### config.mk
export PLATFORM = sky130hd
export DESIGN_NAME = auth_resp_packetizer
export DESIGN_NICKNAME = d
export VERILOG_FILES = /design/src/rtl/auth_resp_packetizer_pkg.sv /design/src/rtl/auth_resp_packetizer_byte_mux_sel.sv /design/src/rtl/auth_resp_packetizer.sv
export SDC_FILE = /design/constraint.sdc
export NUM_CORES = 1
export LEC_CHECK = 0
export CAP_MARGIN = 15
export CORE_UTILIZATION = 44
export CTS_CLUSTER_SIZE = 24
export DETAILED_ROUTE_END_ITERATION = 6
export GPL_ROUTABILITY_DRIVEN = 1
export GPL_TIMING_DRIVEN = 0
export PLACE_DENSITY = 0.69
export SYNTH_ARGS = -nofsm -noshare
export SYNTH_HDL_FRONTEND = slang
export SYNTH_SLANG_ARGS = --single-unit
### constraint.sdc
create_clock -name clk -period 5.9 [get_ports clk]
set_input_delay 0.59 -clock clk [delete_from_list [all_inputs] [get_ports clk]]
set_output_delay 0.59 -clock clk [all_outputs]
set_load 0.05 [all_outputs]
### src/rtl/auth_resp_packetizer_pkg.sv
// Shared types and constants for the authentication response packetizer.
package auth_resp_packetizer_pkg;

  localparam int DEF_MSG_LEN    = 64;
  localparam int AUTH_HDR_BYTES = 4;

  typedef enum logic [1:0] {
    PKT_IDLE    = 2'd0,
    PKT_HDR     = 2'd1,
    PKT_PAYLOAD = 2'd2,
    PKT_ACK     = 2'd3
  } pkt_state_e;

  typedef struct packed {
    logic [7:0]  bm_request_type;
    logic [7:0]  b_request;
    logic [15:0] w_length;
  } auth_hdr_t;

  // Header wire order: type, request, length LSB, length MSB.
  function automatic logic [7:0] hdr_byte(input auth_hdr_t h, input logic [1:0] i);
    case (i)
      2'd0:    return h.bm_request_type;
      2'd1:    return h.b_request;
      2'd2:    return h.w_length[7:0];
      default: return h.w_length[15:8];
    endcase
  endfunction

endpackage

### src/rtl/auth_resp_packetizer_byte_mux_sel.sv
// Combinational byte picker: returns byte idx of a MSG_LEN-bit word, zero when out of range.
module byte_mux_sel #(
  parameter int MSG_LEN = 64,
  parameter int IDX_W   = $clog2(MSG_LEN/8) + 1
) (
  input  logic [MSG_LEN-1:0] msg,
  input  logic [IDX_W-1:0]   idx,
  output logic [7:0]         sel_byte
);

  localparam int MSG_BYTES = MSG_LEN / 8;

  logic [MSG_BYTES-1:0][7:0] bytes_w;
  logic [MSG_BYTES-1:0]      hit;

  assign bytes_w = msg;

  for (genvar i = 0; i < MSG_BYTES; i++) begin : g_hit
    assign hit[i] = (idx == IDX_W'(i));
  end

  // hit is one-hot (or empty), so an OR-reduction is a clean mux.
  always_comb begin
    sel_byte = '0;
    for (int i = 0; i < MSG_BYTES; i++)
      sel_byte = sel_byte | ({8{hit[i]}} & bytes_w[i]);
  end

endmodule

### src/rtl/auth_resp_packetizer.sv
// Serializes one responder reply as a 4-byte header plus up to MSG_BYTES payload bytes
// on a valid/ready byte stream, then pulses Ack_out for one cycle.
module auth_resp_packetizer
  import auth_resp_packetizer_pkg::*;
#(
  parameter int MSG_LEN = DEF_MSG_LEN
) (
  input  logic               clk,
  input  logic               reset,
  input  logic               resp_req_in,
  input  logic [7:0]         bmRequestType,
  input  logic [7:0]         bRequest,
  input  logic [15:0]        wLength,
  input  logic [MSG_LEN-1:0] auth_msg_in,
  output logic [7:0]         tx_data,
  output logic               tx_valid,
  output logic               tx_last,
  input  logic               tx_ready,
  output logic               Ack_out,
  output logic               len_err
);

  localparam int MSG_BYTES = MSG_LEN / 8;
  localparam int CNT_W     = $clog2(MSG_BYTES) + 1;
  localparam logic [CNT_W-1:0] N_MAX    = CNT_W'(MSG_BYTES);
  localparam logic [CNT_W-1:0] HDR_LAST = CNT_W'(AUTH_HDR_BYTES - 1);

  pkt_state_e         state_q, state_d;
  logic [CNT_W-1:0]   cnt_q, cnt_d, n_q, n_d;
  logic [CNT_W-1:0]   cnt_inc, cnt_inc2, pay_idx;
  logic               req_q, rise, hs, accept;
  auth_hdr_t          hdr_q;
  logic [MSG_LEN-1:0] msg_q;
  logic [7:0]         pay_byte, data_d;
  logic               valid_d, last_d, len_err_d;

  assign rise     = resp_req_in & ~req_q;
  assign hs       = tx_valid & tx_ready;
  assign cnt_inc  = cnt_q + CNT_W'(1);
  assign cnt_inc2 = cnt_q + CNT_W'(2);
  // Leaving HDR fetches payload byte 0; inside PAYLOAD we prefetch the following byte.
  assign pay_idx  = (state_q == PKT_PAYLOAD) ? cnt_inc : '0;

  byte_mux_sel #(.MSG_LEN(MSG_LEN), .IDX_W(CNT_W)) u_byte_mux_sel (
    .msg      (msg_q),
    .idx      (pay_idx),
    .sel_byte (pay_byte)
  );

  always_ff @(posedge clk) begin
    if (!reset) state_q <= PKT_IDLE;
    else        state_q <= state_d;
  end

  always_comb begin
    state_d   = state_q;
    cnt_d     = cnt_q;
    n_d       = n_q;
    accept    = 1'b0;
    data_d    = tx_data;
    valid_d   = tx_valid;
    last_d    = tx_last;
    len_err_d = len_err;
    case (state_q)
      PKT_IDLE: begin
        if (rise) begin
          accept    = 1'b1;
          cnt_d     = '0;
          len_err_d = (wLength > 16'(MSG_BYTES));
          n_d       = (wLength > 16'(MSG_BYTES)) ? N_MAX : wLength[CNT_W-1:0];
          state_d   = PKT_HDR;
        end
      end
      PKT_HDR: begin
        if (!tx_valid) begin
          valid_d = 1'b1;
          data_d  = hdr_byte(hdr_q, cnt_q[1:0]);
          last_d  = (cnt_q == HDR_LAST) && (n_q == '0);
        end else if (hs) begin
          if (cnt_q == HDR_LAST) begin
            cnt_d = '0;
            if (n_q != '0) begin
              data_d  = pay_byte;
              last_d  = (n_q == CNT_W'(1));
              state_d = PKT_PAYLOAD;
            end else begin
              valid_d = 1'b0;
              last_d  = 1'b0;
              data_d  = '0;
              state_d = PKT_ACK;
            end
          end else begin
            cnt_d  = cnt_inc;
            data_d = hdr_byte(hdr_q, cnt_inc[1:0]);
            last_d = (cnt_inc == HDR_LAST) && (n_q == '0);
          end
        end
      end
      PKT_PAYLOAD: begin
        if (hs) begin
          if (cnt_inc == n_q) begin
            valid_d = 1'b0;
            last_d  = 1'b0;
            data_d  = '0;
            state_d = PKT_ACK;
          end else begin
            cnt_d  = cnt_inc;
            data_d = pay_byte;
            last_d = (cnt_inc2 == n_q);
          end
        end
      end
      default: state_d = PKT_IDLE;
    endcase
  end

  always_ff @(posedge clk) begin
    if (!reset) begin
      req_q    <= 1'b0;
      cnt_q    <= '0;
      n_q      <= '0;
      hdr_q    <= '0;
      msg_q    <= '0;
      tx_data  <= '0;
      tx_valid <= 1'b0;
      tx_last  <= 1'b0;
      Ack_out  <= 1'b0;
      len_err  <= 1'b0;
    end else begin
      req_q    <= resp_req_in;
      cnt_q    <= cnt_d;
      n_q      <= n_d;
      tx_data  <= data_d;
      tx_valid <= valid_d;
      tx_last  <= last_d;
      Ack_out  <= (state_d == PKT_ACK);
      len_err  <= len_err_d;
      if (accept) begin
        hdr_q <= {bmRequestType, bRequest, wLength};
        msg_q <= auth_msg_in;
      end
    end
  end

endmodule

== Word level (Yosys, flattened, before mapping) ==
Index checks and enable logic that the tools add are counted.
Storage, ports and cells
  input bits: 100
  register bits: 119
  logic and storage cells: 116
  output and inout bits: 12
Cells by class
  order comparisons: 1
  multiplexer cells: 42
  reduce and logical (&&, ||, !) cells: 14
  add/subtract/negate cells: 2
  eq/ne operators: 26
  bitwise logic cells: 18
Operators with widths (number)
  8-bit AND: 8
  8-bit OR: 7
  8-bit two-way mux: 6
  8-bit one-hot mux with 3 select lines: 2
  4-bit two-way mux: 8
  4-bit by 2-bit == test with 1-bit output (second input constant): 4
  4-bit by 3-bit == test with 1-bit output (second input constant): 4
  16-bit by 4-bit > comparator with 1-bit output (second input constant): 1
  8-bit one-hot mux with 2 select lines: 1
  1-bit two-way mux: 15
  2-bit two-way mux: 6
  4-bit one-hot mux with 3 select lines: 1
  2-bit != test (second input constant): 5
  2-bit == test (second input constant): 4
  4-bit by 1-bit == test with 1-bit output (second input constant): 2
  4-bit == test: 2
  4-bit logical NOT: 2
  2-bit by 1-bit == test with 1-bit output (second input constant): 3
  2-bit logical NOT: 3
  2-bit one-hot mux with 3 select lines: 1
  3-bit AND reduction: 2
  6-bit AND reduction: 1
  4-bit by 1-bit adder with 4-bit output (second input constant): 1
  4-bit by 2-bit adder with 4-bit output (second input constant): 1
  10 further kinds: 13

== Longest topological paths before layout ==
Gate-level depths: netlist of the first run.
  word-level depth: 16
  depth in mapped cells: 9
  depth with buffers taken out: 7

== Cells and area by module ==
Synthesis of the first run repeated with hierarchy kept, for this count alone.
Second synthesis, totals
  cell total of the unflattened synthesis: 738
  area total of the unflattened synthesis: 6044.5 um^2
Modules (own cells, without submodules)
  auth_resp_packetizer: times used 1, seq. area each 2382.3 um^2, area an instance 5511.5 um^2, cells an instance 679
  byte_mux_sel: times used 1, seq. area each 0.0 um^2, area an instance 533.0 um^2, cells an instance 59

== Least setup slack after synthesis of the first run ==
OpenSTA, ideal clock, no wires.
  path type: register to register
  start: reg cnt_q[0]
  end: reg tx_data[4]
  setup slack: 3.509 ns
  arrival: 2.269 ns
  library setup time: 0.122 ns
  clock period less this slack: 2.391 ns
  data required time: 5.778 ns
  cell stages (with the launch flop): 10
  path buffers: 2
  cells stage by stage: dfxtp_1 > inv_1 > ha_1 > buf_6 > clkbuf_1 > mux2_2 > nand2_1 > a21oi_1 > a2111o_1 > a221o_1
Between the ends
  longest elaborated chain between the ends: 16
  elaborated cells between the ends (all ways): 42
  classes of those cells: 1 x add/sub; 13 x eq/ne; 10 x mux; 15 x bitwise; 3 x reduce/logical
RTL lines
  from (decl): line auth_resp_packetizer.sv:29  | logic [CNT_W-1:0] cnt_q, cnt_d, n_q, n_d;
  from (signal assigned): line auth_resp_packetizer.sv:131  | cnt_q <= cnt_d;
  4-bit by 1-bit adder with 4-bit output: line auth_resp_packetizer.sv:39  | assign cnt_inc = cnt_q + CNT_W'(1);
  4-bit two-way mux: line auth_resp_packetizer.sv:42  | assign pay_idx = (state_q == PKT_PAYLOAD) ? cnt_inc : '0;
  4-bit by 1-bit == test with 1-bit output / 4-bit logical NOT (equally long branches): line auth_resp_packetizer_byte_mux_sel.sv:19  | assign hit[i] = (idx == IDX_W'(i));
  8-bit AND: line auth_resp_packetizer_byte_mux_sel.sv:26  | sel_byte = sel_byte | ({8{hit[i]}} & bytes_w[i]);
  8-bit OR (7 in series): line auth_resp_packetizer_byte_mux_sel.sv:26
  8-bit two-way mux: line auth_resp_packetizer.sv:82  | if (n_q != '0) begin
  8-bit two-way mux: line auth_resp_packetizer.sv:80  | if (cnt_q == HDR_LAST) begin
  8-bit two-way mux: line auth_resp_packetizer.sv:79  | end else if (hs) begin
  8-bit two-way mux: line auth_resp_packetizer.sv:75  | if (!tx_valid) begin
  8-bit one-hot mux with 2 select lines (*): line auth_resp_packetizer.sv:64  | case (state_q)
  to (signal assigned): line auth_resp_packetizer.sv:133  | tx_data <= data_d;
  to (decl): line auth_resp_packetizer.sv:15  | output logic [7:0] tx_data,
Every way passes the cells marked *; elsewhere a longest branch is shown, timed or not. The select of a mux whose other input is x is not followed.
A chain may end at the register's enable or synchronous reset.

== Final worst setup path of the first run ==
Same ends and word-level chain as after synthesis.

==> results of run 1 <==
==> placed cells by master, fill, tap and decap left out, types with 5 or more instances in the layout <==
master,netlist,final
nand2_1,227,227
dfxtp_1,119,119
a21oi_1,114,114
clkdlybuf4s50_1,0,111
clkbuf_1,38,40
o21ai_0,17,17
clkbuf_16,0,17
nor2_1,16,16
mux2i_1,14,14
a22oi_1,13,13
ha_1,12,12
nor4_1,11,11
a222oi_1,11,11
inv_1,9,9
o22ai_1,9,9
nand3_1,8,8
buf_2,7,7
nand4_1,7,7
and2_1,7,7
o21a_1,7,7
a31oi_1,6,6
xor2_1,6,6
a211oi_1,6,6
mux2_2,6,6
nand2b_1,5,5
xnor2_1,5,5
o21ai_1,5,5
==> per-layer routing <==
layer  share of wire [%]  up-vias  wire (µm)  track usage, %
li1                    -     2931          -               -
met5                   0        -          0               0
met4                 3.0        0        611            12.6
met1                  45     2944       9230            40.7
met3                 8.3       47       1690            7.80
met2                  43      269       8850            44.4
==> logic make-up after synthesis <==
logic type / count (synthesis) / share of synthesized area, %
fa+ha+maj: 12 / 2.55
mux: 21 / 3.71
buf+inv: 63 / 4.54
simple gates: 306 / 22.1
flops: 119 / 40.4
compound gates: 222 / 24.2
xor+xnor: 14 / 2.46
==> layout make-up <==
cell class	count	area [µm²]
fill	1192	5010
multi-input combinational	575	3250
sequential	119	2380
timing repair buffer	111	1110
clock buffer	22	474
buffer	53	230
tap	172	215
clock inverter	10	119
inverter	10	37.5
==> metrics by stage <==
step	hold slack (ns)	total power, W
2_1_floorplan	0.432	0.00111
3_3_place_gp	0.440	0.00126
3_5_place_dp	0.444	0.00127
4_1_cts	0.452	0.00230
5_1_grt	0.474	0.00237
6_report	0.450	0.00229
==> sequential cells by signal, summed over array words and instances, names as in the netlist <==
| name | count |
|---|---|
| msg_q | 64 |
| tx_valid | 1 |
| n_q | 4 |
| state_q | 2 |
| tx_last | 1 |
| cnt_q | 4 |
| Ack_out | 1 |
| tx_data | 8 |
| hdr_q | 32 |
| req_q | 1 |
| len_err | 1 |
==> worst paths after layout <==
kind | start | end | depth (start not counted)
setup / recovery | cnt_q[0] | tx_data[4] | 9
hold / removal | msg_q[58] | msg_q[58] | 2
hold reg to reg | msg_q[58] | msg_q[58] | 2
setup reg to reg | cnt_q[0] | tx_data[4] | 9
==> critical path: stages (launching register included) <==
cell and delay, ns:
dfxtp_1 0.55, inv_1 0.24, ha_1 0.36, buf_6 0.14
clkbuf_1 0.43, mux2_2 0.39, nand2_1 0.06, a21oi_1 0.07
a2111o_1 0.35, a221o_1 0.30
==> power breakdown <==
group | leakage (nW) | internal [W] | switching (W)
combinational | 1.50 | 0.000151 | 0.000202
clock | 0.283 | 0.000655 | 0.000379
sequential | 0.974 | 0.000859 | 0.0000478
total | 2.75 | 0.00167 | 0.000629
==> summary.txt, run 1 <==
Route
  – ANT nets after route: 0
  – Routed vias: 6191
  – Via density: 5.78
  – DRT Pass-1 Iters: 7
  – Wire length per cell: 19.0 µm
  – Residual DRC: 5
  – Initial DRC count: 642
  – Routed WL: 20400 µm

Placed design
  – Placement Setup Slack: 2.89 ns
  – Placed insts: 1040
  – Dpl cell area: 0.00722 mm²
  – Post-DP HPWL: 15500 µm
  – PortBufs: 111
  – Routability cong.: 0.937

GRT
  – Antenna violations before repair: 0
  – Gr ovfl total: 0
  – Vias in the first global route: 5920
  – First-pass GRT wire length: 31600 µm
  – Total track usage: 29.9%
  – Largest net degree at the start of global routing: 17

Synthesis
  – Syn avg cell area: 7.79 µm²
  – Synth warnings: 0
  – Ys async rst share: 0%
  – Seq/Total Area, Yosys: 40.4%
  – Top-count cell post-synth: nand2_1
  – Syn Nets: 869
  – Synth top area share: 40.4%
  – Syn Inst Count: 757
  – Main flop type after synthesis: dfxtp_1
  – Synth top area cells: dfxtp_1, nand2_1, a21oi_1
  – EDFF count, synth: 0
  – Synth Register Bits: 119
  – Yosys cell types: 66
  – Synth top cells by count: nand2_1, dfxtp_1, a21oi_1, clkbuf_1, o21ai_0
  – Post-Syn Area: 0.00590 mm²
  – Largest area contributor in the netlist: dfxtp_1

Floorplanning
  – I/O pin total: 112
  – Die width: 118 µm
  – Die height: 118 µm
  – Initial Util: 46.0%
  – Core Area: 0.0128 mm²
  – Rows: 41
  – DIE AREA: 0.0139 mm²

CTS
  – H-tree depth: 4
  – CTS buffer count: 17
  – Post-CTS sizing: 0
  – CTS sink count: 119
  – Clock transition at the registers of the reported paths: 0.05 ns
  – Post-CTS setup buffers: 0
  – Cts hold-fix bufs: 0
  – Worst skew pair latency: 0.43 ns
  – CTS tree: done
  – Worst-case clock buffer depth: 2
  – Clock root buffer: clkbuf_16

Cells and area
  – Fin nets: 999
  – Area grow syn2layout: 32.5%
  – Diodes inserted: 0
  – Layout Cells excl Fill: 1072
  – Final Util: 61.0%
  – Final Cell Area: 0.00782 mm²
  – Share of cells above drive strength 1: 6.78%

Power
  – Worst VDD drop: 0.182 mV
  – Leak Pwr: 2.75 nW
  – Power Density: 293 mW/mm²

Timing
  – Final setup vio count: 0
  – Slew Viols, Final: 0
  – Post-route clock period utilization: 51.1%
  – Unrepaired setup endpoints after global routing: false
  – Worst-Margin Slew: 0.811 ns
  – Worst slew margin: 45.4%
  – Fin crit period: 3.01 ns
  – Max Clock Freq: 332 MHz
  – Clock Skew: 0.00897 ns
  – Final setup TNS: 0 ns
  – Fin worst setup slack: 2.89 ns
  – Final hold vios: 0

Run status
  – Status: finished, violations left
  – Failing checks: DRC

Job
  – Max-cap violations: 0

Setup path
  – Worst Path Arrival: 3.32 ns
  – CP endpoint kind: flip-flop
  – Reg2Reg Setup Slack: 2.89 ns
  – CP Class: flip-flop to flip-flop
  – Critical path required time: 6.21 ns
  – Max FO, Critical Path: 10
  – Startpoint types: flip-flop

Hold path
  – Worst min path class: flip-flop to flip-flop
Note: power is estimated with default switching activity, not from simulation.
==> run 2: changes to the inputs <==
--- a/config.mk
+++ b/config.mk
@@ -11,7 +11,7 @@
 export DETAILED_ROUTE_END_ITERATION = 6
 export GPL_ROUTABILITY_DRIVEN = 1
 export GPL_TIMING_DRIVEN = 0
-export PLACE_DENSITY = 0.69
+export PLACE_DENSITY = 0.72
 export SYNTH_ARGS = -nofsm -noshare
 export SYNTH_HDL_FRONTEND = slang
 export SYNTH_SLANG_ARGS = --single-unit
==> constraint.sdc (replaced) <==
create_clock -name clk -period 2.5 [get_ports clk]
set_input_delay 0.25 -clock clk [delete_from_list [all_inputs] [get_ports clk]]
set_output_delay 0.25 -clock clk [all_outputs]
set_load 0.05 [all_outputs]
==> run 2 against run 1 <==
Compared with the run above:
- the run now ends clean
- hold slack worse by 0.083 ns
- combinational power is 140% higher
- global-route usage is 0.61 points lower
- first-iteration DRC count is 7.9% lower
- fmax is 24% higher
- via count hardly changed
- non-clock buffer count stayed put
- design area is 0.46% higher
- largest power group unchanged
- highest routed layer unchanged
==> summary.txt, run 2 (same netlist as run 1, synthesis figures left out) <==
Run status
  – Status: finished clean

Floorplanning
  – DIE AREA: 0.0139 mm² (unchanged)
  – Core Area: 0.0128 mm² (unchanged)
  – Die height: 118 µm (unchanged)
  – Initial Util: 46.0% (unchanged)
  – Rows: 41 (unchanged)
  – I/O pin total: 112 (unchanged)
  – Die width: 118 µm (unchanged)

Cells and area
  – Fin nets: 999 (unchanged)
  – Max reg flops: 64 (unchanged)
  – Commonest cells after routing, fill and taps aside: nand2_1, dfxtp_1, a21oi_1, clkdlybuf4s50_1, clkbuf_1
  – Multi-input gate area: 0.00326 mm² (+0.39%)
  – Biggest regs: msg_q: 64 flops, hdr_q: 32 flops, tx_data: 8 flops
  – Final Util: 61.2% (+0.28 points)
  – Sequential Area: 0.00239 mm² (+0.32%)
  – # fillers: 1146 (-3.9%)
  – Diodes inserted: 0 (unchanged)
  – Commonest non-fill, non-tap cell in the layout: nand2_1
  – Final Cell Area: 0.00785 mm² (+0.46%)
  – Top reg by flops: msg_q
  – Area grow syn2layout: 33.2%
  – Share of cells above drive strength 1: 8.22% (+1.4 points)

CTS
  – CTS sink count: 119 (unchanged)
  – Worst skew pair latency: 0.43 ns (about the same)
  – H-tree depth: 4 (unchanged)
  – Worst-case clock buffer depth: 2 (unchanged)
  – CTS buffer count: 17 (unchanged)
  – Clock root buffer: clkbuf_16
  – CTS tree: done
  – Clock transition at the registers of the reported paths: 0.06 ns (about the same)

Timing
  – Clock Skew: 0.00704 ns (-0.00194 ns)
  – Slew Viols, Final: 0 (unchanged)
  – Worst-Margin Slew: 0.789 ns (-0.0214 ns)
  – Final setup vio count: 0 (unchanged)
  – Fin crit period: 2.44 ns (-0.575 ns)
  – Worst slew margin: 46.8% (+1.4 points)
  – Post-route clock period utilization: 97.6% (+46 points)
  – Final hold vios: 0 (unchanged)
  – Hold_ws: 0.367 ns (-0.0833 ns)
  – Max Clock Freq: 410 MHz (+24%)
  – Final setup TNS: 0 ns (unchanged)

Power
  – Power Density: 692 mW/mm² (+140%)
  – Worst VDD drop: 0.492 mV (+170%)
  – Leak Pwr: 2.78 nW (+1.0%)

Hold path
  – Hold Path Origin: bmRequestType[0]
  – Worst min path class: input port to flip-flop
  – Hold Crit Depth: 3 (+1)
  – Hold path endpoint: hdr_q[24]

Setup path
  – CP endpoint kind: flip-flop
  – Max stage delay on crit path: 0.41 ns (-0.14 ns)
  – Startpoint types: flip-flop
  – Most used cell, CP: o32a_1
  – Max FO, Critical Path: 9 (-1)
  – FF-to-FF End: tx_data[5]
  – Critical path required time: 2.81 ns (-3.40 ns)
  – Critical-path cell list: inv_1, ha_1, buf_6, mux2_1, a211oi_2, nor3_1, o32a_1, o32a_1
  – Slowest-stage cell, CP: dfxtp_4
  – Reg2Reg Setup Slack: 0.06 ns (-2.82 ns)
  – CP Class: flip-flop to flip-flop
  – Worst Path Arrival: 2.75 ns (-0.57 ns)
  – Worst R2R Start: cnt_q[1]
  – R2R depth: 8 (-1)

GRT
  – First-pass GRT wire length: 31200 µm (-1.1%)
  – Largest net degree at the start of global routing: 17 (unchanged)
  – Gr ovfl total: 0 (unchanged)
  – Vias in the first global route: 5876 (-0.74%)
  – Antenna violations before repair: 0 (unchanged)
  – Total track usage: 29.3% (-0.61 points)

Route
  – ANT nets after route: 0 (unchanged)
  – Routed WL: 19700 µm (-3.2%)
  – Initial DRC count: 591 (-7.9%)
  – Via density: 5.78 (about the same)
  – DRT Pass-1 Iters: 6 (-1)
  – Wire length per cell: 18.4 µm (-3.2%)
  – Residual DRC: 0 (-5)
  – Routed vias: 6194 (+0.048%)

Placed design
  – Post-DP HPWL: 15000 µm (-3.6%)
  – Routability cong.: 0.941 (+0.46%)
  – Dpl cell area: 0.00722 mm² (unchanged)
  – PortBufs: 111 (unchanged)

Job
  – Max-cap violations: 0 (unchanged)
-- run 2: layer usage --
metal / wire [µm] / global-route usage (%)
met1: 9010 / 41.9
met2: 8750 / 43.3
met3: 1590 / 5.67
met4: 381 / 10.5
met5: 0 / 0
-- run 2: worst max-delay path, delay by kind of cell, from the launching register on --
family                     cells  cell delay, ns
buffers and inverters          2            0.23
adders and majority gates      1            0.31
DFF                            1            0.41
and+or+nand+nor                1            0.10
AOI/OAI and AO/OA              3            0.94
muxes                          1            0.33
-- run 2: worst max path at each step --
stage | start | end | slack, ns | cells past startpoint
2_1_floorplan | cnt_q[0] | tx_data[4] | 0.11 | 9
3_5_place_dp | cnt_q[0] | tx_data[4] | -0.35 | 9
4_1_cts | state_q[0] | tx_data[3] | 0.009 | 9
5_1_grt | state_q[0] | msg_q[62] | -0.004 | 8
6_report | cnt_q[1] | tx_data[5] | 0.06 | 8
3_3_place_gp | cnt_q[0] | tx_data[4] | -0.34 | 9
-- run 2: area by class of cell --
class / count / share of cell area, %
Clock buffer: 19 / 5.77
Multi-Input combinational cell: 575 / 41.5
Timing Repair Buffer: 112 / 14.2
Clock inverter: 13 / 1.85
Buffer: 52 / 2.98
Tap cell: 172 / 2.74
Sequential cell: 119 / 30.4
Inverter: 10 / 0.478
-- run 2: through the flow --
stage / power [W] / cells / setup WS, ns
3_3_place_gp: 0.00297 / 1040 / -0.337
5_1_grt: 0.00564 / 1072 / -0.00424
3_5_place_dp: 0.00299 / 1040 / -0.347
2_1_floorplan: 0.00261 / 757 / 0.109
6_report: 0.00544 / 1072 / 0.0610
4_1_cts: 0.00544 / 1072 / 0.00896
-- run 2: power breakdown --
part | switching [W] | internal [W]
combinational | 0.000474 | 0.000357
sequential | 0.000110 | 0.00203
clock | 0.000943 | 0.00153
-- run 2: what timing repair did --
| action | CTS | global route |
|---|---|---|
| endpoints found under the setup margin | 38 | 48 |
| buffers inserted | 0 | 1 |
| hold buffers | 0 | 0 |
| gates resized for setup | 7 | 7 |
==> run 3: changes to the inputs <==
--- a/config.mk
+++ b/config.mk
@@ -6,12 +6,14 @@
 export NUM_CORES = 1
 export LEC_CHECK = 0
 export CAP_MARGIN = 15
-export CORE_UTILIZATION = 44
+export CELL_PAD_IN_SITES_DETAIL_PLACEMENT = 1
+export CELL_PAD_IN_SITES_GLOBAL_PLACEMENT = 1
+export CORE_UTILIZATION = 34
 export CTS_CLUSTER_SIZE = 24
 export DETAILED_ROUTE_END_ITERATION = 6
 export GPL_ROUTABILITY_DRIVEN = 1
 export GPL_TIMING_DRIVEN = 0
-export PLACE_DENSITY = 0.72
+export PLACE_DENSITY_LB_ADDON = 0.1
 export SYNTH_ARGS = -nofsm -noshare
 export SYNTH_HDL_FRONTEND = slang
 export SYNTH_SLANG_ARGS = --single-unit
==> run 3 against run 2 <==
Compared with the run above:
- the run now ends with DRC left
- utilization down 14 points
- clock-buffer cell count shrank 2
- design area up 0.78%
- clock power is 2% lower
- cell count rose by 4.3%
- power decreased by 0.25%
- non-clock buffer count down 1
- combinational power up 4.0%
==> summary.txt, run 3 (same netlist as run 1, synthesis figures left out) <==
Run status
  – Status: finished, violations left
  – Failing checks: DRC

Route
  – ANT nets after route: 0 (unchanged)
  – Via density: 5.52 (-4.5%)
  – Initial DRC count: 363 (-39%)
  – DRT Pass-1 Iters: 7 (+1)
  – Routed vias: 6168 (-0.42%)
  – Routed WL: 23100 µm (+17%)
  – Residual DRC: 1 (+1)
  – Wire length per cell: 20.7 µm (+12%)

GRT
  – Antenna violations before repair: 0 (unchanged)
  – Vias in the first global route: 6388 (+8.7%)
  – Gr ovfl total: 0 (unchanged)
  – Total track usage: 26.6% (-2.6 points)
  – Largest net degree at the start of global routing: 17 (unchanged)
  – First-pass GRT wire length: 35700 µm (+14%)

Setup path
  – Critical-path cell list: inv_2, ha_1, buf_6, mux2_1, a211oi_2, nor3_1, o32a_1, o32a_1
  – Slowest-stage cell, CP: dfxtp_4
  – Startpoint types: flip-flop
  – Max FO, Critical Path: 9 (unchanged)
  – Crit path buf inv count: 2 (unchanged)
  – CP Class: flip-flop to flip-flop
  – Kind of cell adding the most delay to the critical path: compound AO/OA/AOI/OAI gates
  – Worst Path Arrival: 2.74 ns (about the same)
  – CP Depth: 8 (unchanged)
  – R2R depth: 8 (unchanged)
  – CP endpoint kind: flip-flop
  – Most used cell, CP: o32a_1
  – Max stage delay on crit path: 0.40 ns (about the same)
  – Critical path required time: 2.81 ns (about the same)

Power
  – Leak Pwr: 2.77 nW (-0.35%)
  – Power Density: 685 mW/mm² (-1.0%)
  – Worst VDD drop: 0.474 mV (-3.7%)

Placed design
  – Placement Setup Slack: -0.473 ns (-0.126 ns)
  – PortBufs: 111 (unchanged)
  – Routability cong.: 0.849 (-9.8%)
  – Post-DP HPWL: 17800 µm (+19%)

Floorplanning
  – Rows: 47 (+15%)
  – Initial Util: 35.2% (-11 points)
  – DIE AREA: 0.0179 mm² (+29%)
  – Die width: 134 µm (+14%)
  – I/O pin total: 112 (unchanged)
  – Die height: 134 µm (+14%)
  – Core Area: 0.0168 mm² (+31%)

Timing
  – Worst-Margin Slew: 1.08 ns (+0.287 ns)
  – Hold_ws: 0.375 ns (+0.00751 ns)
  – Fin worst setup slack: 0.0634 ns (+0.00236 ns)
  – Unrepaired setup endpoints after global routing: false
  – Max Clock Freq: 410 MHz (about the same)
  – Final setup vio count: 0 (unchanged)
  – Final hold vios: 0 (unchanged)
  – Post-route clock period utilization: 97.5% (about the same)
  – Clock Skew: 0.00596 ns (-0.00108 ns)
  – Slew Viols, Final: 0 (unchanged)
  – Worst slew margin: 27.6% (-19 points)
  – Fin crit period: 2.44 ns (-0.00236 ns)

CTS
  – CTS buffer count: 17 (unchanged)
  – Clock transition at the registers of the reported paths: 0.06 ns (about the same)
  – CTS tree: done
  – H-tree depth: 4 (unchanged)
  – Clock root buffer: clkbuf_16
  – Worst-case clock buffer depth: 2 (unchanged)
  – CTS sink count: 119 (unchanged)
  – Worst skew pair latency: 0.42 ns (about the same)
  – Cts hold-fix bufs: 0 (unchanged)

Hold path
  – Worst min path class: input port to flip-flop
  – Hold Crit Depth: 3 (unchanged)

Cells and area
  – Max reg flops: 64 (unchanged)
  – Area grow syn2layout: 34.2%
  – Share of cells above drive strength 1: 8.80% (+0.58 points)
  – Biggest regs: msg_q: 64 flops, hdr_q: 32 flops, tx_data: 8 flops
  – Top reg by flops: msg_q
  – Fin nets: 998 (-0.10%)
  – Commonest non-fill, non-tap cell in the layout: nand2_1
  – Multi-input gate area: 0.00328 mm² (+0.69%)
  – Sequential Area: 0.00239 mm² (unchanged)
  – Commonest cells after routing, fill and taps aside: nand2_1, dfxtp_1, a21oi_1, clkdlybuf4s50_1, clkbuf_1
  – # fillers: 2024 (+77%)
  – Diodes inserted: 0 (unchanged)

Job
  – Max-cap violations: 0 (unchanged)
## run 3: layer usage
layer / part of all wire [%] / routed length (µm) / track usage, %
met5: 0 / 0 / 0
met4: 1.8 / 405 / 8.14
met3: 4.7 / 1100 / 4.30
met2: 45 / 10400 / 42.0
met1: 48 / 11200 / 37.0
## run 3: final cells by class
cell class | instances | share of cell area, %
buffer | 52 | 3.05
clock buffer | 17 | 5.37
clock inverter | 14 | 1.91
inverter | 10 | 0.474
multi-input combinational | 575 | 41.5
sequential | 119 | 30.2
tap | 220 | 3.48
timing repair buffer | 111 | 14.0
## run 3: tightest hold or removal path, cell delays in order
cell and delay [ns]:
clkdlybuf4s50_1 0.40, nand2_1 0.06, a21oi_1 0.05
## run 3: per-stage QoR
| step | setup TNS [ns] | instance area (µm²) | total power (W) | util (%) | cells |
|---|---|---|---|---|---|
| after floorplan | 0 | 5900 | 0.00261 | - | 757 |
| after global placement | -5.47 | 7280 | 0.00299 | 43.5 | 1088 |
| after detailed placement | -8.68 | 7280 | 0.00303 | 43.5 | 1088 |
| after CTS | 0 | 7890 | 0.00546 | 47.0 | 1118 |
| after global routing | 0 | 7920 | 0.00564 | 47.2 | 1118 |
| final | 0 | 7920 | 0.00543 | 47.2 | 1118 |
## run 3: repair_timing
item / 4_1_cts / 5_1_grt
resized for setup: 11 / 15
pin swaps: 0 / 1
setup endpoints to repair: 49 / 43
buffers inserted: 0 / 0
## run 3: worst paths after layout
path / from / to / slack, ns
max: cnt_q[0] / tx_data[5] / 0.06
min: bmRequestType[7] / hdr_q[31] / 0.37
max reg2reg: cnt_q[0] / tx_data[5] / 0.06
min reg2reg: msg_q[59] / msg_q[59] / 0.45
## run 3: report_power, final
part	internal [W]	total (W)	switching, W
Clock	0.00147	0.00242	0.000956
Sequential	0.00203	0.00214	0.000113
Combinational	0.000359	0.000864	0.000505
